## src/rtl/lzx_cmp_pkg.sv

```systemverilog
// Shared types and constants for the serial nibble-compare controller.
package lzx_cmp_pkg;

  typedef enum logic [1:0] {
    IDLE = 2'd0,
    RUN  = 2'd1,
    DONE = 2'd2
  } state_t;

  // Cascade encoding, ordered {g,e,l}
  localparam logic [2:0] CASC_GT = 3'b100;
  localparam logic [2:0] CASC_EQ = 3'b010;
  localparam logic [2:0] CASC_LT = 3'b001;

  typedef struct packed {
    logic g;
    logic e;
    logic l;
  } casc_t;

  // Stage counter width; a single-nibble word still needs one bit
  function automatic int unsigned cnt_width(input int unsigned nib);
    return (nib > 1) ? int'($clog2(nib)) : 1;
  endfunction

endpackage

```

## src/rtl/lzx_serial_cmp_ctrl_if.sv

```systemverilog
// Requester-side start/done handshake and operand/result bundle.
interface lzx_serial_cmp_ctrl_if #(
  parameter int unsigned WIDTH = 16
);
  logic             start;
  logic [WIDTH-1:0] a;
  logic [WIDTH-1:0] b;
  logic             in_g;
  logic             in_e;
  logic             in_l;
  logic             busy;
  logic             done;
  logic             res_gt;
  logic             res_eq;
  logic             res_lt;

  modport master (
    output start, a, b, in_g, in_e, in_l,
    input  busy, done, res_gt, res_eq, res_lt
  );

  modport slave (
    input  start, a, b, in_g, in_e, in_l,
    output busy, done, res_gt, res_eq, res_lt
  );
endinterface

```

## src/rtl/lzx_74HC85.sv

```systemverilog
// 4-bit magnitude comparator with cascade inputs (74HC85 truth table).
module lzx_74HC85 (
  input  logic [3:0] a,
  input  logic [3:0] b,
  input  logic       ia_g,
  input  logic       ia_e,
  input  logic       ia_l,
  output logic       qa_g_c,
  output logic       qa_e_c,
  output logic       qa_l_c
);

  // Unequal nibble overrides the cascade; equal nibble follows the 74HC85 cascade rows
  always_comb begin
    qa_g_c = 1'b0;
    qa_e_c = 1'b0;
    qa_l_c = 1'b0;
    if (a > b) begin
      qa_g_c = 1'b1;
    end else if (a < b) begin
      qa_l_c = 1'b1;
    end else begin
      qa_g_c = ~ia_e & ~ia_l;
      qa_e_c = ia_e;
      qa_l_c = ~ia_e & ~ia_g;
    end
  end

endmodule

```

## src/rtl/lzx_serial_cmp_ctrl.sv

```systemverilog
// Sequences one 4-bit comparator over a WIDTH-bit word pair, LSB nibble first,
// chaining each stage's result into the next stage's cascade inputs.
module lzx_serial_cmp_ctrl
  import lzx_cmp_pkg::*;
#(
  parameter int unsigned WIDTH = 16
) (
  input  logic                 clk,
  input  logic                 rst_n,
  lzx_serial_cmp_ctrl_if.slave bus
);

  localparam int unsigned NIB   = WIDTH / 4;
  localparam int unsigned CNT_W = cnt_width(NIB);
  localparam logic [CNT_W-1:0] CNT_LAST = CNT_W'(NIB - 1);

  state_t           state_q, state_d;
  logic [WIDTH-1:0] a_q, a_d;
  logic [WIDTH-1:0] b_q, b_d;
  casc_t            casc_q, casc_d;
  logic [CNT_W-1:0] cnt_q, cnt_d;
  casc_t            res_q, res_d;
  logic             busy_q, busy_d;
  logic             done_q, done_d;

  logic [3:0]       nib_a;
  logic [3:0]       nib_b;
  logic             cmp_g, cmp_e, cmp_l;
  casc_t            cmp_out;

  // Nibble mux into the shared comparator
  assign nib_a   = a_q[{cnt_q, 2'b00} +: 4];
  assign nib_b   = b_q[{cnt_q, 2'b00} +: 4];
  assign cmp_out = {cmp_g, cmp_e, cmp_l};

  lzx_74HC85 u_cmp (
    .a      (nib_a),
    .b      (nib_b),
    .ia_g   (casc_q.g),
    .ia_e   (casc_q.e),
    .ia_l   (casc_q.l),
    .qa_g_c (cmp_g),
    .qa_e_c (cmp_e),
    .qa_l_c (cmp_l)
  );

  always_ff @(posedge clk or negedge rst_n) begin
    if (!rst_n) begin
      state_q <= IDLE;
      a_q     <= '0;
      b_q     <= '0;
      casc_q  <= '0;
      cnt_q   <= '0;
      res_q   <= '0;
      busy_q  <= 1'b0;
      done_q  <= 1'b0;
    end else begin
      state_q <= state_d;
      a_q     <= a_d;
      b_q     <= b_d;
      casc_q  <= casc_d;
      cnt_q   <= cnt_d;
      res_q   <= res_d;
      busy_q  <= busy_d;
      done_q  <= done_d;
    end
  end

  // Next state; busy/done/res are computed one edge ahead so the outputs are registered
  always_comb begin
    state_d = state_q;
    a_d     = a_q;
    b_d     = b_q;
    casc_d  = casc_q;
    cnt_d   = cnt_q;
    res_d   = res_q;
    busy_d  = busy_q;
    done_d  = 1'b0;

    unique case (state_q)
      IDLE: begin
        if (bus.start) begin
          state_d = RUN;
          a_d     = bus.a;
          b_d     = bus.b;
          casc_d  = {bus.in_g, bus.in_e, bus.in_l};
          cnt_d   = '0;
          res_d   = '0;
          busy_d  = 1'b1;
        end
      end
      RUN: begin
        casc_d = cmp_out;
        if (cnt_q == CNT_LAST) begin
          state_d = DONE;
          res_d   = cmp_out;
          cnt_d   = '0;
          busy_d  = 1'b0;
          done_d  = 1'b1;
        end else begin
          cnt_d = cnt_q + CNT_W'(1);
        end
      end
      DONE: begin
        state_d = IDLE;
      end
      default: begin
        state_d = IDLE;
        busy_d  = 1'b0;
      end
    endcase
  end

  assign bus.busy   = busy_q;
  assign bus.done   = done_q;
  assign bus.res_gt = res_q.g;
  assign bus.res_eq = res_q.e;
  assign bus.res_lt = res_q.l;

endmodule
```

## src/flat_wrapper.sv

```systemverilog
// flat-port wrapper written by rule: the top's interface ports become plain ports
module lzx_serial_cmp_ctrl_flat import lzx_cmp_pkg::*;
#(
  parameter int unsigned WIDTH = 16
)
  (clk, rst_n, bus_start, bus_a, bus_b, bus_in_g, bus_in_e, bus_in_l, bus_busy, bus_done, bus_res_gt, bus_res_eq, bus_res_lt);
  lzx_serial_cmp_ctrl_if #(.WIDTH(WIDTH)) bus_i ();
  input  logic clk;
  input  logic rst_n;
  input wire logic [$bits(bus_i.start)-1:0] bus_start;
  input wire logic [$bits(bus_i.a)-1:0] bus_a;
  input wire logic [$bits(bus_i.b)-1:0] bus_b;
  input wire logic [$bits(bus_i.in_g)-1:0] bus_in_g;
  input wire logic [$bits(bus_i.in_e)-1:0] bus_in_e;
  input wire logic [$bits(bus_i.in_l)-1:0] bus_in_l;
  output wire logic [$bits(bus_i.busy)-1:0] bus_busy;
  output wire logic [$bits(bus_i.done)-1:0] bus_done;
  output wire logic [$bits(bus_i.res_gt)-1:0] bus_res_gt;
  output wire logic [$bits(bus_i.res_eq)-1:0] bus_res_eq;
  output wire logic [$bits(bus_i.res_lt)-1:0] bus_res_lt;
  assign bus_i.start = bus_start;
  assign bus_i.a = bus_a;
  assign bus_i.b = bus_b;
  assign bus_i.in_g = bus_in_g;
  assign bus_i.in_e = bus_in_e;
  assign bus_i.in_l = bus_in_l;
  assign bus_busy = bus_i.busy;
  assign bus_done = bus_i.done;
  assign bus_res_gt = bus_i.res_gt;
  assign bus_res_eq = bus_i.res_eq;
  assign bus_res_lt = bus_i.res_lt;
  lzx_serial_cmp_ctrl #(.WIDTH(WIDTH)) u_core (.clk(clk), .rst_n(rst_n), .bus(bus_i));
endmodule
```

## config.mk

```make
export PLATFORM = sky130hd
export DESIGN_NAME = lzx_serial_cmp_ctrl_flat
export DESIGN_NICKNAME = d
export VERILOG_FILES = /design/src/rtl/lzx_cmp_pkg.sv /design/src/rtl/lzx_serial_cmp_ctrl_if.sv /design/src/rtl/lzx_74HC85.sv /design/src/rtl/lzx_serial_cmp_ctrl.sv /design/src/flat_wrapper.sv
export SDC_FILE = /design/constraint.sdc
export NUM_CORES = 1
export LEC_CHECK = 0
export ABC_AREA = 1
export ABC_CLOCK_PERIOD_IN_PS = 4600
export BUFFER_PORTS_ARGS = -buffer_cell sky130_fd_sc_hd__buf_2
export CORE_UTILIZATION = 40
export DETAILED_ROUTE_END_ITERATION = 8
export SLEW_MARGIN = 20
export SYNTH_ARGS = -nofsm -noshare
export SYNTH_HDL_FRONTEND = slang
export SYNTH_SLANG_ARGS = --single-unit
```

## constraint.sdc

```tcl
create_clock -name clk -period 4.6 [get_ports clk]
set_input_delay 0.23 -clock clk [delete_from_list [all_inputs] [get_ports clk]]
set_output_delay 0.23 -clock clk [all_outputs]
set_load 0.1 [all_outputs]
```

After elaboration in Yosys (flattened, before gate mapping). Index checks and enable logic that the tools add are counted. W data, S select, Z words.

Add/subtract/negate cells: 1. $lt $le $gt $ge: 2. Eq/ne operators: 5. Shift-type cells: 2. Multiplexer cells: 22. Bitwise logic cells: 6. Reductions and logical operators: 7.

Operator list (count): $shiftx A16 B5 Y4 (2); $pmux W3 S2 (2); $mux W1 (10); $mux W3 (3); $mux W2 (4); $pmux W2 S2 (2); $reduce_and A2 Y1 (3); $reduce_and A3 Y1 (2); $eq A2 B2 Y1 const B (2); $gt A4 B4 Y1 (1); $lt A4 B4 Y1 (1); $not A1 Y1 (4); $pmux W1 S3 (1); $add A2 B1 Y2 const B (1); $and A1 B1 Y1 (2); $eq A2 B1 Y1 const B (1); $logic_not A2 Y1 (1); $ne A2 B1 Y1 const B (1); $ne A2 B2 Y1 const B (1); $reduce_bool A2 Y1 (1).

Bits in registers: 44. Bits of input ports: 38. Output and inout port bits: 5. Logic and storage cells: 57.

Logic depth before layout (Yosys ltp). Gate-level depths: netlist of run 1.

Depth after elaboration: 6. Depth in mapped cells: 14. Mapped depth without buffers: 12.

Modules after synthesis. A second synthesis of run 1 with hierarchy kept.

Cells, all modules: 301. Area total of the unflattened synthesis: 2319.7 µm².

Modules (own cells, without submodules): lzx_serial_cmp_ctrl (instances 1, cells an instance 272, area each 2169.6 µm², seq. area each 1101.1 µm²); lzx_74HC85 (instances 1, cells an instance 29, area each 150.1 µm², seq. area each 0.0 µm²).

Worst setup path before layout of run 1. Ideal clock, no wire load.

Kind: reg-to-reg. Start: reg u_core.cnt_q[0]. End: reg u_core.res_q (netlist bit u_core.bus.res_eq). Setup time: 0.083 ns. Arrival: 1.780 ns. Path slack: 2.737 ns. Stages on the path, launching flop included: 12. Buffers on the path: 2. Period minus slack after synthesis: 1.863 ns. Path through: dfrtp_1 > buf_4 > inv_2 > buf_4 > nand2_1 > a32o_1 > ha_1 > nand2_1 > nor2_1 > and2_1 > nand2_1 > o21ai_0.

Longest elaborated chain between the ends: 6.

RTL lines: start, declared (RTL line lzx_serial_cmp_ctrl.sv:21) `logic [CNT_W-1:0] cnt_q, cnt_d;`; start signal, assigned (RTL line lzx_serial_cmp_ctrl.sv:62) `cnt_q <= cnt_d;`; $shiftx A16 B5 Y4, on equally long branches (RTL line lzx_serial_cmp_ctrl.sv:32, lzx_serial_cmp_ctrl.sv:33); $lt A4 B4 Y1 (RTL line lzx_74HC85.sv:20) `end else if (a < b) begin`; $mux W1 (RTL line lzx_74HC85.sv:20); $mux W1 (RTL line lzx_74HC85.sv:18) `if (a > b) begin`; $mux W3 (RTL line lzx_serial_cmp_ctrl.sv:94) `if (cnt_q == CNT_LAST) begin`; $pmux W3 S2 (RTL line lzx_serial_cmp_ctrl.sv:80) `unique case (state_q)`; end signal, assigned (RTL line lzx_serial_cmp_ctrl.sv:63) `res_q <= res_d;`; end, declared (RTL line lzx_serial_cmp_ctrl.sv:22) `casc_t res_q, res_d;`.

Several ways; a longest one is shown, not always the timed one. The select of a mux whose other input is x is not followed. A chain may end at the register's enable or synchronous reset.

Final worst setup path of run 1. Same ends and word-level chain as after synthesis.

==> results of run 1 <==
-- area by class of cell --
| type | count | share of cell area [%] |
|---|---|---|
| clock buffer | 8 | 3.70 |
| sequential | 44 | 45.2 |
| multi-input combinational | 189 | 35.3 |
| inverter | 16 | 2.57 |
| tap | 67 | 3.44 |
| timing repair buffer | 44 | 9.86 |
-- registers in the layout (all words and copies together), names as in the netlist --
signal / count
u_core.a_q: 16
u_core.b_q: 16
u_core.casc_q: 3
u_core.cnt_q: 2
u_core.state_q: 2
u_core.bus.busy: 1
u_core.bus.done: 1
u_core.bus.res_eq: 1
u_core.bus.res_gt: 1
u_core.bus.res_lt: 1
-- layer usage --
metal  up-vias  GRT usage [%]  wire length, µm
li1        890              -                -
met1       742           22.3             2060
met2        44           29.1             1900
met3         2           4.07              191
met4         0           4.40               27
met5         -              0                0
-- how the worst max path moves through the flow --
stage	slack (ps)	to
5_1_grt	2050	u_core.bus.res_eq
4_1_cts	2330	u_core.bus.res_eq
6_report	2270	u_core.bus.res_eq
3_5_place_dp	2360	u_core.bus.res_eq
3_3_place_gp	2450	u_core.bus.res_eq
2_1_floorplan	2740	u_core.bus.res_eq
-- cell families (layout without fill, tap and decap cells) --
kind of cell | Yosys count | after routing | share of synthesized area (%)
adders and majority gates | 5 | 5 | 3.00
buffers and inverters | 26 | 68 | 6.00
DFF | 44 | 44 | 52.8
AOI/OAI and AO/OA | 31 | 31 | 8.76
and+or+nand+nor | 153 | 153 | 29.5
-- stage by stage --
step / cell area (µm²) / util [%] / worst slack (ps)
2_1_floorplan: 2090 / - / 2740
3_3_place_gp: 2320 / 47.5 / 2450
3_5_place_dp: 2320 / 47.5 / 2360
4_1_cts: 2410 / 49.3 / 2330
5_1_grt: 2440 / 49.9 / 2050
6_report: 2440 / 49.9 / 2270
-- synthesized netlist by cell type (all sizes together) --
master  instances
nand2         134
dfrtp          44
inv            16
nor2           14
o21ai          14
buf            10
a21oi           8
ha              5
a32o            4
nand3           4
o22ai           4
a21boi          1
and2            1
-- critical path, stage by stage, from the launching register on --
cell	delay, ps
dfrtp_1	720
inv_2	250
o21ai_0	260
o22ai_1	100
ha_1	310
nand2_1	70
nor2_1	190
and2_1	150
nand2_1	60
o21ai_0	130
-- where the power goes --
group          switching (mW)  internal (mW)
clock network           0.124          0.123
registers               0.124          0.566
logic                   0.554          0.290
total                   0.802          0.979
==> out/results.tsv, run 1 <==
metric	value	unit
firstDrtPassIters	4	
die_width	74.2	µm
gp_congestion	0.786	
clock_latency	290	ps
num_vias	1678	
rsz0062_at_grt	no	
ir_drop	0.000247	V
tns	0	ps
place_inst	358	
drive_gt1_share	19.6	%
row_count	25	
grt_use_total	17.2	%
holdWs	127	ps
finalHoldViolations	0	
layout_common_cells	nand2_1, dfrtp_1, buf_2	
yosys-top-cells-area	dfrtp_1, nand2_1, o21ai_0, ha_1, inv_1	
ctsHoldBuffers	0	
arrival	2540	ps
total_power	1.78	mW
cts_setup_buffers	0	
die_area	5510	µm²
synth_area_per_cell	8.05	µm²
path_max_fanout	20	
root_buffer	clkbuf_8	
layoutNonFillerInstCount	368	
drtIter0Drc	133	
hold_path_end	u_core.b_q[4]	
hp-class	primary input to flop	
nets	343	
grt_pass1_vias	1644	
grt_max_degree	45	
path_clk_slew	80	ps
cap_violations	0	
clkSinkCount	44	
setup_viol	0	
outcome	complete, no violations	
cts_buffer_depth	2	
cts_tree	done	
start_util	42.7	%
hold_path.startpoint	bus_b[4]	
finalMaxSlewViolations	0	
fillCellCount	501	
htreeDepth	2	
routedWlPerCell	11.4	µm
syn_inst	259	
p_leak	1.34	nW
core_area	4880	µm²
cts_resized	0	
synth_nets	302	
rrSetupSlack	2270	ps
timing.fmax	0.430	GHz
post_synth_instance_area	2090	µm²
hold_depth	3	
final_common_cell	nand2_1	
synth_top_cell_by_area	dfrtp_1	
ys_ff_latch	44	
yosysWarnings	0	
post-route-period-util	50.5	%
viasPerCell	4.56	
grt.overflow.total	0	
period_minus_slack	2330	ps
seq_area	1100	µm²
synth.top_cell.area_share	52.8	%
ant_nets	0	
grt_pass1_wl	7180	µm
worstSetupEndpointType	flop	
worstReg2RegEnd	u_core.bus.res_eq	
drcViolationCount	0	
multi_input_area	860	µm²
syn2layout_area_growth	16.9	%
startpoint	u_core.cnt_q[0]	
antenna_cells	0	
worstSetupStartpointType	flop	
antenna_found_initial	0	
hpwl	2780	µm
worstRegToRegCells	9	
clock_skew	4.75	ps
pin_count	43	
port_buffers	42	
worstMarginPinSlew	593	ps
netlist-cell-type-count	20	
power_density	731	nW/µm²
dieHeight	74.2	µm
cts_buffers	5	
critical_path_class	flop to flop	
finalWirelength	4180	µm
ys_seq_area_share	52.8	%
relSlewSlack	60.5	%
worstReg2RegStart	u_core.cnt_q[0]	
critical_path_required	4820	ps
No activity file was read; power rests on OpenSTA's default activity.
==> run 2: changes to the inputs <==
--- a/config.mk
+++ b/config.mk
@@ -6,7 +6,7 @@
 export NUM_CORES = 1
 export LEC_CHECK = 0
 export ABC_AREA = 1
-export ABC_CLOCK_PERIOD_IN_PS = 4600
+export ABC_CLOCK_PERIOD_IN_PS = 1900
 export BUFFER_PORTS_ARGS = -buffer_cell sky130_fd_sc_hd__buf_2
 export CORE_UTILIZATION = 40
 export DETAILED_ROUTE_END_ITERATION = 8
==> constraint.sdc (replaced) <==
create_clock -name clk -period 1.9 [get_ports clk]
set_input_delay 0.095 -clock clk [delete_from_list [all_inputs] [get_ports clk]]
set_output_delay 0.095 -clock clk [all_outputs]
set_load 0.1 [all_outputs]
==> run 2 against run 1 <==
Net effect:
- fmax up 23%
- worst hold slack worse by 130 ps
- sequential power is 140% higher
- critical endpoint is now u_core.casc_q[1]
- largest cell class unchanged
- critical path type unchanged
- largest power group unchanged
- combinational power rose to 3.3 times the previous value
==> out/results.tsv, run 2 (synthesis results as in run 1) <==
metric	value	unit	change
cpMostUsedCell	nand2_2		
nets	381		was 343
ant_nets	0		unchanged
firstDrtPassIters	4		unchanged
p_leak	1.52	nW	was 1.34 nW
worstMarginPinSlew	504	ps	was 593 ps
post-route-period-util	99.1	%	was 50.5%
total_power	5.16	mW	was 1.78 mW
period_minus_slack	1880	ps	was 2330 ps
outcome	complete, no violations		unchanged
row_count	25		unchanged
num_vias	1890		was 1678
drcViolationCount	0		unchanged
finalWirelength	4830	µm	was 4180 µm
clock_latency	300	ps	was 290 ps
drtIter0Drc	104		was 133
clkSinkCount	44		unchanged
timing.fmax	0.531	GHz	was 0.430 GHz
root_buffer	clkbuf_8		unchanged
worstSetupEndpointType	flop		unchanged
final_cell_area	2930	µm²	was 2440 µm²
finalMaxSlewViolations	0		unchanged
routedWlPerCell	11.9	µm	was 11.4 µm
clock_skew	4.71	ps	was 4.75 ps
cts_tree	done		unchanged
grt.overflow.total	0		unchanged
grt_max_degree	36		was 45
finalHoldViolations	0		unchanged
worstReg2RegStart	u_core.cnt_q[0]		unchanged
arrival	2110	ps	was 2540 ps
hp-class	primary input to flop		unchanged
grt_pass1_wl	7860	µm	was 7180 µm
hpwl	2970	µm	was 2780 µm
rrSetupSlack	20	ps	was 2270 ps
die_width	74.2	µm	unchanged
cts_buffer_depth	2		unchanged
antenna_found_initial	0		unchanged
critical_path_class	flop to flop		unchanged
placed_cell_area	2370	µm²	was 2320 µm²
critical_path_required	2130	ps	was 4820 ps
cts_setup_buffers	0		unchanged
cpPeakStageDelay	490	ps	was 720 ps
worstSetupStartpointType	flop		unchanged
grt_use_total	19.2	%	was 17.2%
cap_violations	0		unchanged
drive_gt1_share	26.5	%	was 19.6%
relSlewSlack	66.4	%	was 60.5%
crit_slowest_cell	dfrtp_2		was dfrtp_1
antenna_cells	0		unchanged
power_density	1760	nW/µm²	was 731 nW/µm²
dp_slack	-12.7	ps	was 2360 ps
final_common_cell	nand2_1		unchanged
path_clk_slew	80	ps	about the same
port_buffers	42		unchanged
htreeDepth	2		unchanged
ir_drop	0.000737	V	was 0.000247 V
setup_viol	0		unchanged
hold_path_end	u_core.a_q[14]		was u_core.b_q[4]
layout_common_cells	nand2_1, buf_2, dfrtp_1		was nand2_1, dfrtp_1, buf_2
die_area	5510	µm²	unchanged
hold_path.startpoint	bus_a[14]		was bus_b[4]
worstReg2RegEnd	u_core.casc_q[1]		was u_core.bus.res_eq
setup_slack	17.1	ps	was 2270 ps
gp_congestion	0.826		was 0.786
path_cells	buf_6 > o21ai_1 > o22ai_2 > ha_1 > nand2_2 > nor2_4 > and2_4 > nand2_2 > a21boi_1		was inv_2 > o21ai_0 > o22ai_1 > ha_1 > nand2_1 > nor2_1 > and2_1 > nand2_1 > o21ai_0
rsz0062_at_grt	yes		was no
hold_depth	3		unchanged
start_util	42.7	%	unchanged
dieHeight	74.2	µm	unchanged
grt_pass1_vias	1837		was 1644
cts_buffers	5		unchanged
pin_count	43		unchanged
syn2layout_area_growth	40.4	%	was 16.9%
path_max_fanout	6		was 20
worstRegToRegCells	9		unchanged
viasPerCell	4.66		was 4.56
top_regs	u_core.a_q (16), u_core.b_q (16), u_core.casc_q (3)		unchanged
core_area	4880	µm²	unchanged
==> run 2: cell types whose count changed in the layout (fill, tap and decap cells not counted), sizes merged <==
| cell | previous run | this run |
|---|---|---|
| clkinv | 0 | 2 |
| clkbuf | 8 | 6 |
| bufinv | 0 | 1 |
| dlygate4sd3 | 1 | 32 |
| buf | 43 | 48 |
| inv | 16 | 15 |
| clkinvlp | 0 | 2 |
==> run 2: final cells by class <==
class	instances	area, µm²
fillers	450	1950
flip-flops and latches	44	1100
multi-input cells	189	950
repair buffers	80	599
well taps	67	83.8
clock buffers	6	72.6
inverters	16	71.3
clock inverters	2	35.0
repair inverters	2	13.8
==> run 2: critical path: cells and delay by family (launching register included) <==
kind                       cells  cell delay [ps]
DFF                            1              490
and+or+nand+nor                4              410
AOI/OAI and AO/OA              3              400
adders and majority gates      1              350
buffers and inverters          1              160
==> run 2: per-stage QoR <==
stage	utilization (%)	setup TNS, ps	hold WS [ps]	instances
global route	60.0	-376	14.0	406
detailed placement	48.5	-13.8	99.6	363
global placement	48.5	0	95.8	363
finish	60.0	0	1.34	406
CTS	57.4	0	4.21	403
floorplan	-	0	-201	259
==> run 2: routing by layer <==
layer | global-route usage (%) | wire length (µm)
met1 | 23.4 | 2280
met2 | 32.9 | 2290
met3 | 4.07 | 169
met4 | 8.18 | 92
met5 | 0 | 0
==> run 2: power breakdown <==
| part | switching, mW | leakage, nW | internal (mW) |
|---|---|---|---|
| sequential | 0.276 | 0.545 | 1.37 |
| combinational | 1.76 | 0.921 | 1.04 |
| clock | 0.315 | 0.0552 | 0.390 |
==> run 2: worst max path at each step <==
stage	to	depth (start not counted)	from	slack, ps
5_1_grt	u_core.casc_q[1]	9	u_core.cnt_q[0]	-90
3_3_place_gp	u_core.bus.res_eq	9	u_core.cnt_q[1]	70
6_report	u_core.casc_q[1]	9	u_core.cnt_q[0]	20
3_5_place_dp	u_core.bus.res_eq	9	u_core.cnt_q[0]	-10
2_1_floorplan	u_core.bus.res_eq	11	u_core.cnt_q[0]	40
4_1_cts	u_core.bus.res_eq	9	u_core.cnt_q[0]	9
==> run 2: repair_timing <==
action,in CTS,in global routing
hold buffers,32,0
resized for setup,2,40
endpoints found under the setup margin,3,6
pin swaps,0,13
cloned,0,3
hold endpoints to repair,51,0
